`config.mk`:
```
export PLATFORM = sky130hd
export DESIGN_NAME = ifetch_queue
export DESIGN_NICKNAME = d
export VERILOG_FILES = /design/src/rtl/riscv_pkg.sv /design/src/rtl/sync_fifo.sv /design/src/rtl/ifetch_queue.sv
export SDC_FILE = /design/constraint.sdc
export NUM_CORES = 1
export LEC_CHECK = 0
export BUFFER_PORTS_ARGS = -buffer_cell sky130_fd_sc_hd__buf_4
export CORE_MARGIN = 2
export CORE_UTILIZATION = 52
export DETAILED_ROUTE_END_ITERATION = 10
export PLACE_DENSITY = 0.83
export SETUP_SLACK_MARGIN = 0.2
export SYNTH_ARGS = -nofsm -noshare
export SYNTH_HDL_FRONTEND = slang
export SYNTH_SLANG_ARGS = --single-unit
```
`constraint.sdc`:
```
create_clock -name clk -period 7.9 [get_ports clk]
set_input_delay 0.395 -clock clk [delete_from_list [all_inputs] [get_ports clk]]
set_output_delay 0.395 -clock clk [all_outputs]
set_load 0.02 [all_outputs]
```
`src/rtl/riscv_pkg.sv`:
```
// Shared RV32 fetch-path types and constants.
package riscv_pkg;

  localparam int unsigned XLEN = 32;
  localparam int unsigned ILEN = 32;

  localparam logic [XLEN-1:0] PC_INC           = 32'd4;
  localparam logic [XLEN-1:0] DEFAULT_RESET_PC = 32'h0000_0000;

  // One buffered fetch result: the word and the PC it was fetched from.
  typedef struct packed {
    logic [XLEN-1:0] pc;
    logic [ILEN-1:0] inst;
  } fetch_entry_t;

  // Force a byte address onto a word boundary.
  function automatic logic [XLEN-1:0] word_align(input logic [XLEN-1:0] addr);
    return {addr[XLEN-1:2], 2'b00};
  endfunction

endpackage

```
`src/rtl/sync_fifo.sv`:
```
// Circular-buffer FIFO with flush and simultaneous push/pop.
module sync_fifo #(
  parameter int unsigned WIDTH = 64,
  parameter int unsigned DEPTH = 4,
  localparam int unsigned AW   = (DEPTH > 1) ? $clog2(DEPTH) : 1,
  localparam int unsigned CW   = $clog2(DEPTH + 1)
) (
  input  logic             clk,
  input  logic             rst,
  input  logic             flush_i,
  input  logic             push_i,
  input  logic [WIDTH-1:0] data_i,
  input  logic             pop_i,
  output logic [WIDTH-1:0] data_o,
  output logic [CW-1:0]    count_o
);

  logic [WIDTH-1:0] mem_q [DEPTH];
  logic [AW-1:0]    rd_ptr_q, rd_ptr_d;
  logic [AW-1:0]    wr_ptr_q, wr_ptr_d;
  logic [CW-1:0]    count_q,  count_d;
  logic             pop_ok, push_ok;

  function automatic logic [AW-1:0] ptr_inc(input logic [AW-1:0] p);
    return (p == AW'(DEPTH - 1)) ? '0 : p + AW'(1);
  endfunction

  // Pop only a present entry; push only into free space (or space freed this cycle).
  always_comb begin
    pop_ok  = pop_i && (count_q != '0);
    push_ok = push_i && ((count_q != CW'(DEPTH)) || pop_ok);
  end

  // Pointer and occupancy next-state; flush empties the buffer outright.
  always_comb begin
    rd_ptr_d = rd_ptr_q;
    wr_ptr_d = wr_ptr_q;
    count_d  = count_q;
    if (flush_i) begin
      rd_ptr_d = '0;
      wr_ptr_d = '0;
      count_d  = '0;
    end else begin
      if (pop_ok)  rd_ptr_d = ptr_inc(rd_ptr_q);
      if (push_ok) wr_ptr_d = ptr_inc(wr_ptr_q);
      count_d = count_q + CW'(push_ok) - CW'(pop_ok);
    end
  end

  // Pointer and occupancy registers.
  always_ff @(posedge clk or posedge rst) begin
    if (rst) begin
      rd_ptr_q <= '0;
      wr_ptr_q <= '0;
      count_q  <= '0;
    end else begin
      rd_ptr_q <= rd_ptr_d;
      wr_ptr_q <= wr_ptr_d;
      count_q  <= count_d;
    end
  end

  // Entry storage; contents are only meaningful while counted as occupied.
  always_ff @(posedge clk) begin
    if (push_ok && !flush_i) mem_q[wr_ptr_q] <= data_i;
  end

  assign data_o  = mem_q[rd_ptr_q];
  assign count_o = count_q;

endmodule

```
`src/rtl/ifetch_queue.sv`:
```
// Instruction fetch stage: sequential imem requests, in-order response
// buffering, redirect flush with squashing of in-flight responses.
module ifetch_queue
  import riscv_pkg::*;
#(
  parameter int unsigned     DEPTH           = 4,
  parameter int unsigned     MAX_OUTSTANDING = 2,
  parameter logic [XLEN-1:0] RESET_PC        = DEFAULT_RESET_PC
) (
  input  logic            clk,
  input  logic            rst,
  input  logic            redirect_valid,
  input  logic [XLEN-1:0] redirect_pc,
  output logic            imem_req,
  output logic [XLEN-1:0] imem_addr,
  input  logic            imem_gnt,
  input  logic            imem_rvalid,
  input  logic [ILEN-1:0] imem_rdata,
  output logic            inst_valid,
  input  logic            inst_ready,
  output logic [ILEN-1:0] inst_encoding,
  output logic [XLEN-1:0] inst_pc
);

  localparam int unsigned OW = $clog2(MAX_OUTSTANDING + 1);
  localparam int unsigned CW = $clog2(DEPTH + 1);

  logic [XLEN-1:0] fetch_pc_q, fetch_pc_d;
  logic [XLEN-1:0] resp_pc_q,  resp_pc_d;
  // outstanding_q counts every granted-but-unreturned request, stale ones
  // included; discard_q is the subset of those still to be dropped.
  logic [OW-1:0]   outstanding_q, outstanding_d;
  logic [OW-1:0]   discard_q,     discard_d;

  logic [CW-1:0]   fifo_count;
  fetch_entry_t    fifo_head, fifo_in;
  logic            gnt_fire, rsp_fire, rsp_keep, pop_fire;

  // Request when room is reserved for every word that could come back.
  always_comb begin
    imem_req = !rst && !redirect_valid
               && (outstanding_q < OW'(MAX_OUTSTANDING))
               && ((32'(fifo_count) + 32'(outstanding_q)) < DEPTH);
    gnt_fire = imem_req && imem_gnt;
    rsp_fire = imem_rvalid && (outstanding_q != '0);
    rsp_keep = rsp_fire && (discard_q == '0) && !redirect_valid;
    pop_fire = inst_valid && inst_ready && !redirect_valid;
    fifo_in  = '{pc: resp_pc_q, inst: imem_rdata};
  end

  // PC and counter next-state. On redirect every request still in flight
  // (minus the one returning now) becomes stale, which matches adding the
  // live count to the pending discards.
  always_comb begin
    fetch_pc_d    = fetch_pc_q;
    resp_pc_d     = resp_pc_q;
    outstanding_d = outstanding_q + OW'(gnt_fire) - OW'(rsp_fire);
    discard_d     = discard_q;
    if (redirect_valid) begin
      fetch_pc_d = word_align(redirect_pc);
      resp_pc_d  = word_align(redirect_pc);
      discard_d  = outstanding_q - OW'(rsp_fire);
    end else begin
      if (gnt_fire) fetch_pc_d = fetch_pc_q + PC_INC;
      if (rsp_keep) resp_pc_d  = resp_pc_q + PC_INC;
      if (rsp_fire && (discard_q != '0)) discard_d = discard_q - OW'(1);
    end
  end

  // Fetch-side state registers.
  always_ff @(posedge clk or posedge rst) begin
    if (rst) begin
      fetch_pc_q    <= RESET_PC;
      resp_pc_q     <= RESET_PC;
      outstanding_q <= '0;
      discard_q     <= '0;
    end else begin
      fetch_pc_q    <= fetch_pc_d;
      resp_pc_q     <= resp_pc_d;
      outstanding_q <= outstanding_d;
      discard_q     <= discard_d;
    end
  end

  sync_fifo #(
    .WIDTH ($bits(fetch_entry_t)),
    .DEPTH (DEPTH)
  ) u_fifo (
    .clk     (clk),
    .rst     (rst),
    .flush_i (redirect_valid),
    .push_i  (rsp_keep),
    .data_i  (fifo_in),
    .pop_i   (pop_fire),
    .data_o  (fifo_head),
    .count_o (fifo_count)
  );

  assign imem_addr     = fetch_pc_q;
  assign inst_valid    = (fifo_count != '0);
  assign inst_encoding = inst_valid ? fifo_head.inst : '0;
  assign inst_pc       = inst_valid ? fifo_head.pc   : '0;

  // A response with nothing in flight is a memory-side protocol error.
  a_no_spurious_rsp: assert property (
    @(posedge clk) disable iff (rst) imem_rvalid |-> (outstanding_q != '0));

endmodule

```
; ---- After elaboration in Yosys (flattened, before gate mapping)
; Memories as Yosys holds them, arrays and structs flattened.
; Index checks and enable logic that the tools add are counted.
[classes]
addsub = 11
order_cmp = 2
n_eq_ne = 3
muxes = 17
n_reduce_logical = 25
[op_table]
columns = op, count
row1 = 32-bit two-way mux, 6
row2 = 32-bit by 3-bit adder with 32-bit output (second input constant), 2
row3 = 2-bit two-way mux, 8
row4 = 2-bit nonzero test, 7
row5 = 1-bit logical AND, 13
row6 = 2-bit by 1-bit adder with 2-bit output (second input constant), 2
row7 = 3-bit by 2-bit adder with 4-bit output, 1
row8 = 2-bit equality test (second input constant), 2
row9 = 4-bit by 3-bit less-than comparator with 1-bit output (second input constant), 1
row10 = 2-bit by 1-bit subtractor with 2-bit output, 2
row11 = 3-bit by 1-bit adder with 3-bit output, 1
row12 = 3-bit two-way mux, 1
row13 = 3-bit != test (second input constant), 1
row14 = 3-bit nonzero test, 1
row15 = 3-bit by 1-bit subtractor with 3-bit output, 1
row16 = 2-bit by 1-bit adder with 2-bit output, 1
row17 = 1-bit logical NOT, 2
row18 = 2-bit logical NOT, 1
row19 = 2-bit less-than comparator (second input constant), 1
row20 = 1-bit two-way mux, 2
row21 = 2-bit by 1-bit subtractor with 2-bit output (second input constant), 1
row22 = 1-bit logical OR, 1
[totals]
reg_bits = 75
ramBits = 256
inputBits = 70
n_memories = 1
[mem_list]
columns = memory, depth, width, read_ports, rd_clocked_by_memory_dff, wr, line
row1 = u_fifo.mem_q, 4, 64, 1, 0, 1, sync_fifo.sv:18  ; logic [WIDTH-1:0] mem_q [DEPTH];

; ---- Logic depth before layout (Yosys ltp)
; Gate-level depths: netlist of run 1.
[logic_depth]
word_depth = 9
depth_mapped = 12

; ---- Hierarchy
; Synthesis of run 1 repeated with hierarchy kept, for this count alone.
[unflattened]
hier_cells = 840
hier_area_um2 = 13734.4
[modules_own_cells]
columns = mod, n_inst, cells_per_inst, area_each_um2
row1 = sync_fifo, 1, 381, 9663.0
row2 = ifetch_queue, 1, 459, 4071.4

; ---- Worst setup path after synthesis of run 1
; OpenSTA, ideal clock, no wires.
[synth_path]
path_type = register to register
from = register discard_q[0]
to = memory u_fifo.mem_q[0][0], enable pin
setup_ps = 426
t_arrival_ps = 2740
required_time_ps = 7474
setup_slack_ps = 4733
path_stages_with_launch = 8
period_less_slack_ps = 3167
cell_sequence = dfrtp_1 -> inv_1 -> ha_1 -> o211a_1 -> buf_4 -> o41ai_1 -> nor2_1 -> and2_1
[synth_between]
elab_chain_len = 7
[synth_rtl]
columns = element, line
row1 = from (decl), ifetch_queue.sv:33  ; logic [OW-1:0] discard_q, discard_d;
row2 = from (signal assigned), ifetch_queue.sv:81  ; discard_q <= discard_d;
row3 = 2-bit logical NOT, ifetch_queue.sv:46  ; rsp_keep = rsp_fire && (discard_q == '0) && !redirect_valid;
row4 = 1-bit logical AND (2 in a row), ifetch_queue.sv:46
row5 = 1-bit logical AND, sync_fifo.sv:31  ; push_ok = push_i && ((count_q != CW'(DEPTH)) || pop_ok);
row6 = 1-bit logical AND, sync_fifo.sv:65  ; if (push_ok && !flush_i) mem_q[wr_ptr_q] <= data_i;
row7 = 1-bit two-way mux, sync_fifo.sv:65
row8 = 1-bit two-way mux (not written as such), sync_fifo.sv:65
row9 = to (decl), sync_fifo.sv:18
; No other way between the ends.

; ---- Final worst setup path of run 1
[layout_path]
from = register u_fifo.rd_ptr_q[0]
to = output port inst_pc[15]
[layout_between]
elab_chain_len = 2
[layout_rtl]
columns = element, line
row1 = from (decl), sync_fifo.sv:19  ; logic [AW-1:0] rd_ptr_q, rd_ptr_d;
row2 = from (signal assigned), sync_fifo.sv:57  ; rd_ptr_q <= rd_ptr_d;
row3 = memory read 4 x 64 bit, --
row4 = 32-bit two-way mux, ifetch_queue.sv:102  ; assign inst_pc = inst_valid ? fifo_head.pc : '0;
row5 = to (decl), ifetch_queue.sv:22  ; output logic [XLEN-1:0] inst_pc
; No other way between the ends.

==> results of run 1 <==
## flip-flops by register name (all words and copies together), names as in the netlist
| register | flops |
|---|---|
| u_fifo.mem_q | 248 |
| outstanding_q | 2 |
| u_fifo.rd_ptr_q | 2 |
| resp_pc_q | 30 |
| discard_q | 2 |
| u_fifo.wr_ptr_q | 2 |
| imem_addr | 30 |
| u_fifo.count_o | 3 |
## logic make-up (layout without fill, tap and decap cells)
group / Yosys count / in the layout / synth area share
flops: 319 / 319 / 0.6837
mux: 67 / 67 / 0.1074
other cells: 1 / 4 / 0.0002780
xor+xnor: 40 / 40 / 0.02597
simple gates: 258 / 258 / 0.1052
compound gates: 89 / 89 / 0.04099
fa+ha+maj: 15 / 15 / 0.01447
buf+inv: 64 / 249 / 0.02198
## synthesized netlist by cell type, drive strengths merged, types with 4 or more instances
master and count:
clkbuf 22, nand2b 4, nand3 32, mux4 62, edfxtp 248, nor3 12, and2 71, and4 11
nand2 58, nor2 22, xnor2 19, a21oi 10, inv 16, o211ai 8, xor2 21, a31o 4
nand4 20, a21boi 6, a31oi 4, o21ai 42, and3 12, dfrtp 71, ha 14, buf 25
## worst max-delay path, stage by stage, from the launching register on
cell and delay (ns):
sky130_fd_sc_hd__dfrtp_4 0.72, sky130_fd_sc_hd__buf_4 0.74, sky130_fd_sc_hd__mux4_2 0.64, sky130_fd_sc_hd__and2_1 0.18, sky130_fd_sc_hd__buf_4 0.15
## per-layer routing
layer / wire length [um] / vias to the layer above / share of wire / global-route usage
met1: 11510 / 3875 / 0.42 / 0.2827
li1: - / 3587 / - / -
met5: 0 / - / 0 / 0
met2: 13390 / 285 / 0.49 / 0.3375
met4: 337 / 0 / 0.012 / 0.04466
met3: 1872 / 29 / 0.069 / 0.03871
## final cells by class
cell class	count	area (um^2)
clock inverter	16	168.9
fill	1817	9219
tap	330	412.9
clock buffer	46	969.7
inverter	17	63.81
multi-input combinational	473	3988
sequential	319	9229
timing repair buffer	170	1276
## how the worst max path moves through the flow
stage          cells past startpoint                      endpoint  slack (ns)
2_1_floorplan                      7  u_fifo.mem_q[0][0]$_DFFE_PP_        4.73
3_3_place_gp                       4                   inst_pc[19]        4.95
3_5_place_dp                       4                   inst_pc[19]        4.94
4_1_cts                            4                   inst_pc[15]        4.40
5_1_grt                            4                   inst_pc[15]        4.30
6_report                           4                   inst_pc[15]        4.55
## placed cells by master (no fill, tap or decap), types with 6 or more instances in the layout
cell | Yosys | routed
sky130_fd_sc_hd__clkbuf_16 | 0 | 37
sky130_fd_sc_hd__xnor2_1 | 19 | 19
sky130_fd_sc_hd__nor2_1 | 22 | 22
sky130_fd_sc_hd__a21boi_0 | 6 | 6
sky130_fd_sc_hd__ha_1 | 14 | 14
sky130_fd_sc_hd__dfrtp_1 | 71 | 69
sky130_fd_sc_hd__nand2_1 | 58 | 58
sky130_fd_sc_hd__nand3_1 | 31 | 31
sky130_fd_sc_hd__and4_1 | 11 | 11
sky130_fd_sc_hd__and2_1 | 70 | 66
sky130_fd_sc_hd__inv_1 | 15 | 14
sky130_fd_sc_hd__nand4_1 | 20 | 20
sky130_fd_sc_hd__buf_4 | 6 | 170
sky130_fd_sc_hd__and3_1 | 12 | 12
sky130_fd_sc_hd__mux4_2 | 62 | 62
sky130_fd_sc_hd__edfxtp_1 | 248 | 248
sky130_fd_sc_hd__o21ai_0 | 42 | 42
sky130_fd_sc_hd__clkinv_2 | 0 | 6
sky130_fd_sc_hd__a21oi_1 | 10 | 10
sky130_fd_sc_hd__xor2_1 | 21 | 21
sky130_fd_sc_hd__clkbuf_1 | 22 | 8
sky130_fd_sc_hd__nor3_1 | 10 | 10
sky130_fd_sc_hd__o211ai_1 | 8 | 8
## power by group
| group | total, mW | switching, mW | internal (mW) |
|---|---|---|---|
| Combinational | 1.07 | 0.564 | 0.502 |
| Clock | 1.59 | 0.627 | 0.966 |
| Sequential | 2.02 | 0.113 | 1.91 |
==> metrics.txt, run 1 <==
# TYPE chip_impl_metric gauge
chip_impl_metric{name="yosys.area.top_type_share",unit=""} 0.5520
chip_impl_metric{name="setup_viol_count_final",unit=""} 0
chip_impl_info{name="hold-path-endpoint",value="u_fifo.mem_q[1][22]$_DFFE_PP_"} 1
chip_impl_metric{name="worst_hold_slack",unit="ns"} 0.08969
chip_impl_metric{name="groute.usage.overall",unit=""} 0.2031
chip_impl_metric{name="setup_tns",unit="ns"} 0
chip_impl_info{name="rsz0062_at_grt",value="no"} 1
chip_impl_metric{name="final.setup_skew",unit="ns"} 0.01008
chip_impl_metric{name="grt_pass1_vias",unit=""} 7788
chip_impl_info{name="min-delay-path-class",value="primary input to register"} 1
chip_impl_info{name="holdCritStartpoint",value="imem_rdata[22]"} 1
chip_impl_metric{name="final_period_utilization",unit=""} 0.4236
chip_impl_metric{name="drtPass1Iterations",unit=""} 4
chip_impl_metric{name="drt-wirelength-per-cell",unit="um"} 19.77
chip_impl_metric{name="cts_setup_buffers",unit=""} 0
chip_impl_info{name="tritoncts",value="done"} 1
chip_impl_metric{name="min_period",unit="ns"} 3.347
chip_impl_metric{name="maxClockFrequency",unit="MHz"} 298.8
chip_impl_metric{name="post_cts.resized_instances",unit=""} 0
chip_impl_metric{name="nets",unit=""} 1100
chip_impl_metric{name="viasPerCell",unit=""} 5.672
chip_impl_metric{name="tightest_slew",unit="ns"} 1.134
chip_impl_metric{name="grt_max_degree",unit=""} 73
chip_impl_info{name="netlist.top_cell.by_area",value="sky130_fd_sc_hd__edfxtp_1"} 1
chip_impl_info{name="worstSetupStartpoint",value="u_fifo.rd_ptr_q[0]$_DFFE_PP0P_"} 1
chip_impl_metric{name="final_max_slew_viol_count",unit=""} 0
chip_impl_metric{name="die_y",unit="um"} 165.1
chip_impl_metric{name="final_layout_size_suffix_gt1_frac",unit=""} 0.2901
chip_impl_metric{name="gr-total-overflow",unit=""} 0
chip_impl_metric{name="pwr_density_cell",unit="nW/um^2"} 290.5
chip_impl_metric{name="reg2reg_slack",unit="ns"} 4.98
chip_impl_metric{name="flip_flop_and_latch_count_after_synthesis",unit=""} 319
chip_impl_info{name="setup.worst_path.end_class",value="output pin"} 1
chip_impl_metric{name="post-place-ws",unit="ns"} 4.942
chip_impl_info{name="synthTopCellsByArea",value="sky130_fd_sc_hd__edfxtp_1 (55%), sky130_fd_sc_hd__dfrtp_1 (13%), sky130_fd_sc_hd__mux4_2 (10%)"} 1
chip_impl_metric{name="diodes",unit=""} 0
chip_impl_metric{name="first_drt_iteration_drcs",unit=""} 616
chip_impl_info{name="postSynth.topFlopCell",value="sky130_fd_sc_hd__edfxtp_1"} 1
chip_impl_metric{name="first_pass_grt_wire_length",unit="um"} 42300
chip_impl_metric{name="synth.avg_cell_area",unit="um^2"} 15.82
chip_impl_metric{name="reg2reg_depth",unit=""} 7
chip_impl_metric{name="final-hold-violation-count",unit=""} 0
chip_impl_info{name="status",value="finished, final reports clean"} 1
chip_impl_info{name="clockRootBuffer",value="sky130_fd_sc_hd__clkbuf_16"} 1
chip_impl_metric{name="clock_tree.buffer_depth",unit=""} 3
chip_impl_metric{name="route.antenna.remaining_nets",unit=""} 0
chip_impl_metric{name="maxCapViolCount",unit=""} 0
chip_impl_metric{name="timing.slew.headroom",unit=""} 0.2414
chip_impl_info{name="setup.worst_path.start_class",value="register"} 1
chip_impl_metric{name="edff_count_synth",unit=""} 248
chip_impl_metric{name="fin_ws",unit="ns"} 4.553
chip_impl_metric{name="clk-insertion-delay-late",unit="ns"} 0.50
chip_impl_metric{name="hold-path-cell-count",unit=""} 1
chip_impl_metric{name="post_cts_hold_buffer_count",unit=""} 0
chip_impl_metric{name="floorplan.die_area",unit="um^2"} 27250
chip_impl_metric{name="cp_data_arrival_time",unit="ns"} 2.95
chip_impl_info{name="timing.rr.start",value="discard_q[0]$_DFFE_PP0P_"} 1
chip_impl_metric{name="yosysSeqAreaShare",unit=""} 0.6837
chip_impl_metric{name="finish.instance_area",unit="um^2"} 16110
chip_impl_metric{name="cts_buffers",unit=""} 34
chip_impl_metric{name="initial_utilization",unit=""} 0.5327
chip_impl_metric{name="place_hpwl",unit="um"} 16390
chip_impl_metric{name="die_w",unit="um"} 165.1
chip_impl_metric{name="peak_supply_drop",unit="V"} 0.0001941
chip_impl_metric{name="routabilityCongestion",unit=""} 0.8695
chip_impl_metric{name="required_worst_endpoint",unit="ns"} 7.51
chip_impl_metric{name="final_cell_utilization_of_the_core",unit=""} 0.6360
chip_impl_metric{name="number_of_standard_cells_in_the_layout_taps_in_and_fillers_out",unit=""} 1371
chip_impl_metric{name="placedCellCount",unit=""} 1309
chip_impl_metric{name="drt_drc_violations_left",unit=""} 0
chip_impl_metric{name="initial_antenna_violation_count",unit=""} 0
chip_impl_metric{name="synthArstFlopShare",unit=""} 0.2226
chip_impl_metric{name="ios",unit=""} 168
chip_impl_metric{name="p_leak",unit="nW"} 5.828
chip_impl_metric{name="h-tree-depth",unit=""} 2
chip_impl_metric{name="clk_transition_reported_paths",unit="ns"} 0.06
chip_impl_info{name="crit_type",value="register to output pin"} 1
chip_impl_metric{name="syn_inst",unit=""} 853
chip_impl_metric{name="dpl_cell_area",unit="um^2"} 14970
chip_impl_metric{name="critical_path_peak_fanout",unit=""} 42
chip_impl_metric{name="post_synth_num_cell_types",unit=""} 55
chip_impl_metric{name="fp-row-count",unit=""} 58
chip_impl_metric{name="flow.area_growth_from_synthesis",unit="%"} 19.40
chip_impl_metric{name="design_power_total",unit="mW"} 4.680
chip_impl_metric{name="postRouteWirelength",unit="um"} 27110
chip_impl_info{name="worst_r2r_endpoint",value="u_fifo.mem_q[0][3]$_DFFE_PP_"} 1
chip_impl_metric{name="num_vias",unit=""} 7776
chip_impl_metric{name="yosysWarnings",unit=""} 0
chip_impl_metric{name="synthesis.area",unit="um^2"} 13490
chip_impl_metric{name="core",unit="um^2"} 25330
chip_impl_metric{name="clkSinkCount",unit=""} 319
chip_impl_metric{name="placement.io_buffers",unit=""} 161
Note: power is estimated with default switching activity, not from simulation.
==> inputs of run 2 (changes only) <==
==> constraint.sdc (replaced) <==
create_clock -name clk -period 3.5 [get_ports clk]
set_input_delay 0.175 -clock clk [delete_from_list [all_inputs] [get_ports clk]]
set_output_delay 0.175 -clock clk [all_outputs]
set_load 0.02 [all_outputs]
==> run 2 against run 1 <==
Setup slack got worse by 3.8 ns. Die area did not move. Hold slack got worse by 0.013 ns. Non-clock buffer count rose by 66. Critical path type unchanged. Global-route usage rose by 0.70 points. Core utilization rose by 2.9 points. Combinational power rose by 130%.
==> metrics.txt, run 2 (same netlist as run 1, synthesis figures left out) <==
# TYPE chip_impl_metric gauge
chip_impl_info{name="status",value="finished, final reports clean"} 1
chip_impl_metric{name="tightest_slew",unit="ns"} 0.7015
chip_impl_info{name="holdCritStartpoint",value="redirect_pc[16]"} 1
chip_impl_metric{name="clk-insertion-delay-late",unit="ns"} 0.50
chip_impl_info{name="min-delay-path-class",value="primary input to register"} 1
chip_impl_metric{name="fin_ws",unit="ns"} 0.7678
chip_impl_metric{name="setup_viol_count_final",unit=""} 0
chip_impl_metric{name="final_layout_size_suffix_gt1_frac",unit=""} 0.2740
chip_impl_info{name="setup.worst_path.start_class",value="register"} 1
chip_impl_metric{name="final.setup_skew",unit="ns"} 0.01221
chip_impl_metric{name="drtPass1Iterations",unit=""} 5
chip_impl_info{name="setup.worst_path.end_class",value="output pin"} 1
chip_impl_metric{name="num_vias",unit=""} 8235
chip_impl_metric{name="number_of_standard_cells_in_the_layout_taps_in_and_fillers_out",unit=""} 1436
chip_impl_metric{name="final-hold-violation-count",unit=""} 0
chip_impl_metric{name="floorplan.die_area",unit="um^2"} 27250
chip_impl_metric{name="clkSinkCount",unit=""} 319
chip_impl_metric{name="maxCapViolCount",unit=""} 0
chip_impl_metric{name="first_drt_iteration_drcs",unit=""} 651
chip_impl_info{name="hold-path-endpoint",value="imem_addr[16]$_DFFE_PP0P_"} 1
chip_impl_info{name="register_with_the_most_flip_flops",value="u_fifo.mem_q"} 1
chip_impl_metric{name="ios",unit=""} 168
chip_impl_info{name="timing.critical_path.slowest_stage_cell",value="sky130_fd_sc_hd__dfrtp_4"} 1
chip_impl_metric{name="hold-path-cell-count",unit=""} 3
chip_impl_metric{name="cp_data_arrival_time",unit="ns"} 2.56
chip_impl_metric{name="route.antenna.remaining_nets",unit=""} 0
chip_impl_metric{name="worst-path-buf-inv",unit=""} 2
chip_impl_metric{name="required_worst_endpoint",unit="ns"} 3.32
chip_impl_metric{name="grt_pass1_vias",unit=""} 8284
chip_impl_metric{name="initial_utilization",unit=""} 0.5327
chip_impl_info{name="timing.critical_path.cells",value="buf_4 -> mux4_2 -> and2_1 -> buf_4"} 1
chip_impl_metric{name="peak_supply_drop",unit="V"} 0.0003858
chip_impl_metric{name="core",unit="um^2"} 25330
chip_impl_info{name="critPathTopFamily",value="flip-flops"} 1
chip_impl_metric{name="post_cts.resized_instances",unit=""} 0
chip_impl_metric{name="cts_buffers",unit=""} 34
chip_impl_metric{name="timing.slew.headroom",unit=""} 0.5306
chip_impl_metric{name="pwr_density_cell",unit="nW/um^2"} 638.4
chip_impl_info{name="timing.rr.start",value="discard_q[0]$_DFFE_PP0P_"} 1
chip_impl_metric{name="final_max_slew_viol_count",unit=""} 0
chip_impl_metric{name="groute.usage.overall",unit=""} 0.2101
chip_impl_metric{name="clock_tree.buffer_depth",unit=""} 3
chip_impl_metric{name="die_y",unit="um"} 165.1
chip_impl_metric{name="routabilityCongestion",unit=""} 0.9085
chip_impl_info{name="crit_top_cell",value="sky130_fd_sc_hd__buf_4"} 1
chip_impl_metric{name="placement.io_buffers",unit=""} 161
chip_impl_info{name="clockRootBuffer",value="sky130_fd_sc_hd__clkbuf_16"} 1
chip_impl_metric{name="design_power_total",unit="mW"} 10.75
chip_impl_info{name="tritoncts",value="done"} 1
chip_impl_metric{name="first_pass_grt_wire_length",unit="um"} 44140
chip_impl_metric{name="reg2reg_depth",unit=""} 10
chip_impl_metric{name="gr-total-overflow",unit=""} 0
chip_impl_info{name="crit_type",value="register to output pin"} 1
chip_impl_metric{name="grt_max_degree",unit=""} 73
chip_impl_metric{name="drt_drc_violations_left",unit=""} 0
chip_impl_metric{name="h-tree-depth",unit=""} 2
chip_impl_metric{name="nets",unit=""} 1166
chip_impl_metric{name="critical-path-max-stage-delay",unit="ns"} 0.74
chip_impl_info{name="layout.cells.most_common",value="sky130_fd_sc_hd__edfxtp_1"} 1
chip_impl_metric{name="drt-wirelength-per-cell",unit="um"} 19.59
chip_impl_metric{name="initial_antenna_violation_count",unit=""} 0
chip_impl_info{name="worstSetupStartpoint",value="u_fifo.rd_ptr_q[0]$_DFFE_PP0P_"} 1
chip_impl_metric{name="placedCellCount",unit=""} 1314
chip_impl_metric{name="setup_tns",unit="ns"} 0
chip_impl_metric{name="die_w",unit="um"} 165.1
chip_impl_metric{name="largest_register_ff_count",unit=""} 248
chip_impl_metric{name="critical_path_peak_fanout",unit=""} 25
chip_impl_metric{name="final_period_utilization",unit=""} 0.7806
chip_impl_metric{name="fp-row-count",unit=""} 58
chip_impl_metric{name="reg2reg_slack",unit="ns"} 0.90
chip_impl_metric{name="diodes",unit=""} 0
chip_impl_metric{name="place_hpwl",unit="um"} 16590
chip_impl_metric{name="flow.area_growth_from_synthesis",unit="%"} 24.86
chip_impl_info{name="layout_common_cells",value="sky130_fd_sc_hd__edfxtp_1 (248), sky130_fd_sc_hd__buf_4 (170), sky130_fd_sc_hd__dfrtp_1 (69)"} 1
chip_impl_metric{name="p_leak",unit="nW"} 6.127
chip_impl_metric{name="maxClockFrequency",unit="MHz"} 366.0
chip_impl_metric{name="post-place-ws",unit="ns"} 0.9238
chip_impl_metric{name="clk_transition_reported_paths",unit="ns"} 0.07
chip_impl_metric{name="dpl_cell_area",unit="um^2"} 15070
chip_impl_metric{name="viasPerCell",unit=""} 5.735
chip_impl_info{name="worst_r2r_endpoint",value="u_fifo.count_o[2]$_DFF_PP0_"} 1
chip_impl_metric{name="min_period",unit="ns"} 2.732
chip_impl_metric{name="finish.instance_area",unit="um^2"} 16840
chip_impl_metric{name="postRouteWirelength",unit="um"} 28130
chip_impl_info{name="rsz0062_at_grt",value="no"} 1
==> run 2: worst min-delay path, cell delays in order <==
cell and delay (ns):
sky130_fd_sc_hd__buf_4 0.09, sky130_fd_sc_hd__nand2b_1 0.10, sky130_fd_sc_hd__a21boi_0 0.16
==> run 2: routing by layer <==
metal	global-route usage	part of all wire	vias to the layer above
li1	-	-	3720
met1	0.2903	0.43	4121
met2	0.3498	0.48	357
met3	0.03472	0.070	37
met4	0.05850	0.017	0
met5	0	0	-
==> run 2: worst max path at each step <==
| stage | to | slack (ns) | cells past startpoint |
|---|---|---|---|
| detailed placement | u_fifo.count_o[2]$_DFF_PP0_ | 0.92 | 10 |
| CTS | inst_pc[30] | 0.66 | 4 |
| global placement | u_fifo.count_o[2]$_DFF_PP0_ | 1.01 | 10 |
| global route | inst_pc[30] | 0.59 | 4 |
| finish | inst_pc[30] | 0.77 | 4 |
| floorplan | u_fifo.mem_q[0][0]$_DFFE_PP_ | 0.33 | 7 |
==> run 2: where the power goes <==
| group | internal (mW) | switching [mW] |
|---|---|---|
| logic | 1.20 | 1.30 |
| clock network | 2.30 | 1.38 |
| registers | 4.30 | 0.270 |
==> run 2: per-stage QoR <==
step	utilization	hold slack, ns
4_1_cts	0.6651	0.06090
5_1_grt	0.6651	0.09020
3_3_place_gp	0.5950	0.2670
3_5_place_dp	0.5950	0.2787
6_report	0.6651	0.07639
2_1_floorplan	-	0.2739
==> run 2: timing repair <==
item                                    in CTS  in global routing
hold endpoints to repair                   197                  0
hold buffers                                61                  0
endpoints found under the setup margin       0                  0
buffers inserted                             0                  0
==> run 2: cell type report <==
cell class / count / area [um^2]
well taps: 330 / 412.9
flip-flops and latches: 319 / 9229
multi-input cells: 473 / 3988
clock buffers: 46 / 963.4
fillers: 1706 / 8483
clock inverters: 15 / 200.2
inverters: 17 / 63.81
repair buffers: 236 / 1987
==> inputs of run 3 (changes only) <==
--- a/config.mk
+++ b/config.mk
@@ -5,11 +5,12 @@
 export SDC_FILE = /design/constraint.sdc
 export NUM_CORES = 1
 export LEC_CHECK = 0
+export ABC_AREA = 1
 export BUFFER_PORTS_ARGS = -buffer_cell sky130_fd_sc_hd__buf_4
 export CORE_MARGIN = 2
 export CORE_UTILIZATION = 52
 export DETAILED_ROUTE_END_ITERATION = 10
-export PLACE_DENSITY = 0.83
+export PLACE_DENSITY = 0.82
 export SETUP_SLACK_MARGIN = 0.2
 export SYNTH_ARGS = -nofsm -noshare
 export SYNTH_HDL_FRONTEND = slang
==> constraint.sdc (replaced) <==
create_clock -name clk -period 2.75 [get_ports clk]
set_input_delay 0.1375 -clock clk [delete_from_list [all_inputs] [get_ports clk]]
set_output_delay 0.1375 -clock clk [all_outputs]
set_load 0.02 [all_outputs]
==> run 3 against run 2 <==
Clock power rose by 20%. Sequential power is 36% higher. Routed wire length rose by 30%. Cell count grew 42%. Sequential share of layout area down 3.1 points. Largest cell class unchanged. Hold slack worse by 0.056 ns. Critical path depth grew 1. Largest power group unchanged. Synthesized cell count up 67%. Critical endpoint is now inst_encoding[26]. Die area is 6.8% higher. Global-route usage increased by 3.7 points. Clock skew increased by 0.012 ns. Synthesized area rose by 6.9%.
==> metrics.txt, run 3 <==
# TYPE chip_impl_metric gauge
chip_impl_metric{name="critical_path_peak_fanout",unit=""} 46
chip_impl_metric{name="die_y",unit="um"} 170.6
chip_impl_metric{name="maxClockFrequency",unit="MHz"} 419.5
chip_impl_metric{name="gr-total-overflow",unit=""} 0
chip_impl_metric{name="post_synth_num_cell_types",unit=""} 40
chip_impl_metric{name="placedCellCount",unit=""} 1913
chip_impl_metric{name="syn_inst",unit=""} 1422
chip_impl_metric{name="p_leak",unit="nW"} 7.109
chip_impl_metric{name="synthesis.area",unit="um^2"} 14430
chip_impl_metric{name="num_vias",unit=""} 11350
chip_impl_metric{name="final_period_utilization",unit=""} 0.8669
chip_impl_metric{name="pwr_density_cell",unit="nW/um^2"} 874.8
chip_impl_metric{name="groute.usage.overall",unit=""} 0.2476
chip_impl_metric{name="drt-wirelength-per-cell",unit="um"} 17.90
chip_impl_metric{name="fp-row-count",unit=""} 60
chip_impl_metric{name="clock_power_share",unit=""} 0.282
chip_impl_metric{name="drtPass1Iterations",unit=""} 5
chip_impl_metric{name="synth_simple_gate_area_frac",unit=""} 0.1947
chip_impl_info{name="layout_common_cells",value="sky130_fd_sc_hd__nor2_1 (309), sky130_fd_sc_hd__edfxtp_1 (248), sky130_fd_sc_hd__nand2_1 (216)"} 1
chip_impl_metric{name="initial_antenna_violation_count",unit=""} 0
chip_impl_metric{name="grt_pass1_vias",unit=""} 10880
chip_impl_metric{name="edff_count_synth",unit=""} 248
chip_impl_info{name="setup.worst_path.end_class",value="output pin"} 1
chip_impl_metric{name="final.setup_skew",unit="ns"} 0.02453
chip_impl_metric{name="final_layout_size_suffix_gt1_frac",unit=""} 0.1722
chip_impl_metric{name="flow.area_growth_from_synthesis",unit="%"} 23.86
chip_impl_metric{name="net-switching-power",unit="mW"} 5.549
chip_impl_metric{name="cp_data_arrival_time",unit="ns"} 2.25
chip_impl_metric{name="reg2reg_depth",unit=""} 9
chip_impl_metric{name="nets",unit=""} 1727
chip_impl_metric{name="hold-path-cell-count",unit=""} 4
chip_impl_metric{name="synth_compound_gate_area_share",unit=""} 0.09671
chip_impl_info{name="rsz0062_at_grt",value="no"} 1
chip_impl_info{name="hold-path-endpoint",value="u_fifo.rd_ptr_q[1]$_DFFE_PP0P_"} 1
chip_impl_info{name="worst_r2r_endpoint",value="imem_addr[7]$_DFFE_PP0P_"} 1
chip_impl_info{name="tritoncts",value="done"} 1
chip_impl_metric{name="h-tree-depth",unit=""} 2
chip_impl_metric{name="yosysWarnings",unit=""} 0
chip_impl_metric{name="clock_tree.buffer_depth",unit=""} 3
chip_impl_metric{name="final_max_slew_viol_count",unit=""} 0
chip_impl_metric{name="route.antenna.remaining_nets",unit=""} 0
chip_impl_info{name="status",value="finished, final reports clean"} 1
chip_impl_info{name="timing.rr.start",value="u_fifo.count_o[1]$_DFF_PP0_"} 1
chip_impl_metric{name="drt_drc_violations_left",unit=""} 0
chip_impl_metric{name="largest_register_ff_count",unit=""} 248
chip_impl_metric{name="required_worst_endpoint",unit="ns"} 2.61
chip_impl_metric{name="routabilityCongestion",unit=""} 0.9338
chip_impl_metric{name="clk-insertion-delay-late",unit="ns"} 0.51
chip_impl_metric{name="core",unit="um^2"} 27100
chip_impl_metric{name="final-hold-violation-count",unit=""} 0
chip_impl_metric{name="maxCapViolCount",unit=""} 0
chip_impl_metric{name="yosysSeqAreaShare",unit=""} 0.6394
chip_impl_metric{name="seqPwrFrac",unit=""} 0.399
chip_impl_metric{name="synth_mux_area_frac",unit=""} 0
chip_impl_metric{name="peak_supply_drop",unit="V"} 0.0004326
chip_impl_metric{name="synth.avg_cell_area",unit="um^2"} 10.14
chip_impl_info{name="layout.cells.most_common",value="sky130_fd_sc_hd__nor2_1"} 1
chip_impl_metric{name="min_period",unit="ns"} 2.384
chip_impl_metric{name="synth_xor_xnor_area_share",unit=""} 0.01275
chip_impl_metric{name="timing.slew.headroom",unit=""} 0.3604
chip_impl_metric{name="floorplan.die_area",unit="um^2"} 29090
chip_impl_metric{name="viasPerCell",unit=""} 5.565
chip_impl_metric{name="yosys.area.top_type_share",unit=""} 0.5163
chip_impl_metric{name="p_comb_frac",unit=""} 0.320
chip_impl_metric{name="power.internal",unit="mW"} 10.08
chip_impl_info{name="synthTopCellsByArea",value="sky130_fd_sc_hd__edfxtp_1 (52%), sky130_fd_sc_hd__dfrtp_1 (12%), sky130_fd_sc_hd__nor2_1 (8.1%)"} 1
chip_impl_info{name="synth_common_cells",value="sky130_fd_sc_hd__nor2_1 (313), sky130_fd_sc_hd__edfxtp_1 (248), sky130_fd_sc_hd__nand2_1 (216)"} 1
chip_impl_metric{name="tightest_slew",unit="ns"} 0.9594
chip_impl_metric{name="number_of_standard_cells_in_the_layout_taps_in_and_fillers_out",unit=""} 2039
chip_impl_metric{name="ios",unit=""} 168
chip_impl_metric{name="diodes",unit=""} 0
chip_impl_metric{name="dpl_cell_area",unit="um^2"} 16070
chip_impl_metric{name="reg2reg_slack",unit="ns"} 0.49
chip_impl_metric{name="clkSinkCount",unit=""} 319
chip_impl_metric{name="flip_flop_and_latch_count_after_synthesis",unit=""} 319
chip_impl_metric{name="grt_max_degree",unit=""} 72
chip_impl_info{name="holdCritStartpoint",value="inst_ready"} 1
chip_impl_metric{name="finish.instance_area",unit="um^2"} 17870
chip_impl_info{name="clockRootBuffer",value="sky130_fd_sc_hd__clkbuf_16"} 1
chip_impl_info{name="register_with_the_most_flip_flops",value="u_fifo.mem_q"} 1
chip_impl_metric{name="postRouteWirelength",unit="um"} 36500
chip_impl_metric{name="first_drt_iteration_drcs",unit=""} 1137
chip_impl_metric{name="synthArstFlopShare",unit=""} 0.2226
chip_impl_info{name="dominant_combinational_cell_family_by_area_after_synthesis",value="simple AND/OR/NAND/NOR gates"} 1
chip_impl_metric{name="place_hpwl",unit="um"} 20840
chip_impl_metric{name="clk_transition_reported_paths",unit="ns"} 0.07
chip_impl_info{name="postSynth.topFlopCell",value="sky130_fd_sc_hd__edfxtp_1"} 1
chip_impl_info{name="setup.worst_path.start_class",value="register"} 1
chip_impl_metric{name="first_pass_grt_wire_length",unit="um"} 56160
chip_impl_info{name="crit_type",value="register to output pin"} 1
chip_impl_metric{name="switching_share",unit=""} 0.3550
chip_impl_metric{name="cts_buffers",unit=""} 34
chip_impl_metric{name="setup_viol_count_final",unit=""} 0
chip_impl_metric{name="post_synth_fa_ha_maj_area_fraction",unit=""} 0.01353
chip_impl_metric{name="die_w",unit="um"} 170.6
chip_impl_info{name="min-delay-path-class",value="primary input to register"} 1
chip_impl_metric{name="initial_utilization",unit=""} 0.5323
chip_impl_metric{name="placement.io_buffers",unit=""} 161
chip_impl_info{name="yosysMostFrequentCell",value="sky130_fd_sc_hd__nor2_1"} 1
chip_impl_info{name="netlist.top_cell.by_area",value="sky130_fd_sc_hd__edfxtp_1"} 1
[run 3: power groups by stage]
stage	clock network, mW	registers (mW)	logic [mW]
6_report	4.40	6.23	5.00
5_1_grt	4.64	6.28	5.41
4_1_cts	4.43	6.23	4.92
3_5_place_dp	0	6.32	4.65
3_3_place_gp	0	6.29	4.51
2_1_floorplan	0	6.18	2.90
[run 3: logic make-up (layout without fill, tap and decap cells)]
logic type,after synthesis,after routing
compound gates,261,261
xor+xnor,21,21
fa+ha+maj,15,15
buf+inv,148,390
flops,319,319
other cells,1,4
simple gates,657,657
[run 3: stage by stage]
step,setup WS (ns),hold WS (ns),util,setup TNS (ns),power [mW]
floorplan,-0.3631,0.2364,-,-90.05,9.077
global placement,0.5566,0.3367,0.5931,0,10.81
detailed placement,0.5319,0.3411,0.5931,0,10.96
CTS,0.2265,0.01394,0.6586,0,15.58
global route,0.2273,0.04068,0.6593,0,16.33
finish,0.3660,0.02051,0.6593,0,15.63
[run 3: metal layers]
layer  vias up  GRT usage  wire length (um)
met2       601     0.4270             17830
met4         0    0.06800               767
met1      5403     0.3265             14440
met5         -          0                 0
li1       5276          -                 -
met3        67    0.04002              3459
[run 3: critical path, stage by stage, from the launching register on]
cell and delay (ns):
sky130_fd_sc_hd__dfrtp_4 0.62, sky130_fd_sc_hd__inv_4 0.21, sky130_fd_sc_hd__bufbuf_16 0.38, sky130_fd_sc_hd__o21ai_0 0.15, sky130_fd_sc_hd__a21oi_1 0.19, sky130_fd_sc_hd__buf_4 0.17
[run 3: how the worst max path moves through the flow]
stage | from | end | cells after the start
after floorplan | discard_q[0]$_DFFE_PP0P_ | u_fifo.mem_q[0][0]$_DFFE_PP_ | 6
final | u_fifo.rd_ptr_q[0]$_DFFE_PP0P_ | inst_encoding[26] | 5
after global placement | u_fifo.count_o[1]$_DFF_PP0_ | imem_addr[31]$_DFFE_PP0P_ | 9
after global routing | u_fifo.rd_ptr_q[0]$_DFFE_PP0P_ | inst_encoding[26] | 6
after CTS | u_fifo.rd_ptr_q[0]$_DFFE_PP0P_ | inst_pc[15] | 5
after detailed placement | redirect_valid | u_fifo.count_o[2]$_DFF_PP0_ | 11
[run 3: cell type report]
type                            count  area [um^2]
Fill cell                        1934         9234
Sequential cell                   319         9229
Multi-Input combinational cell    958         4634
Timing Repair Buffer              245         2142
Clock buffer                       45        965.9
Tap cell                          372        465.4
Inverter                           84        321.6
Clock inverter                     16        108.9
[run 3: timing repair]
action	CTS	global route
gates resized for setup	2	3
endpoints found under the hold margin	208	0
buffers inserted	0	1
hold buffers	62	0
setup endpoints to repair	4	34
cloned	2	0
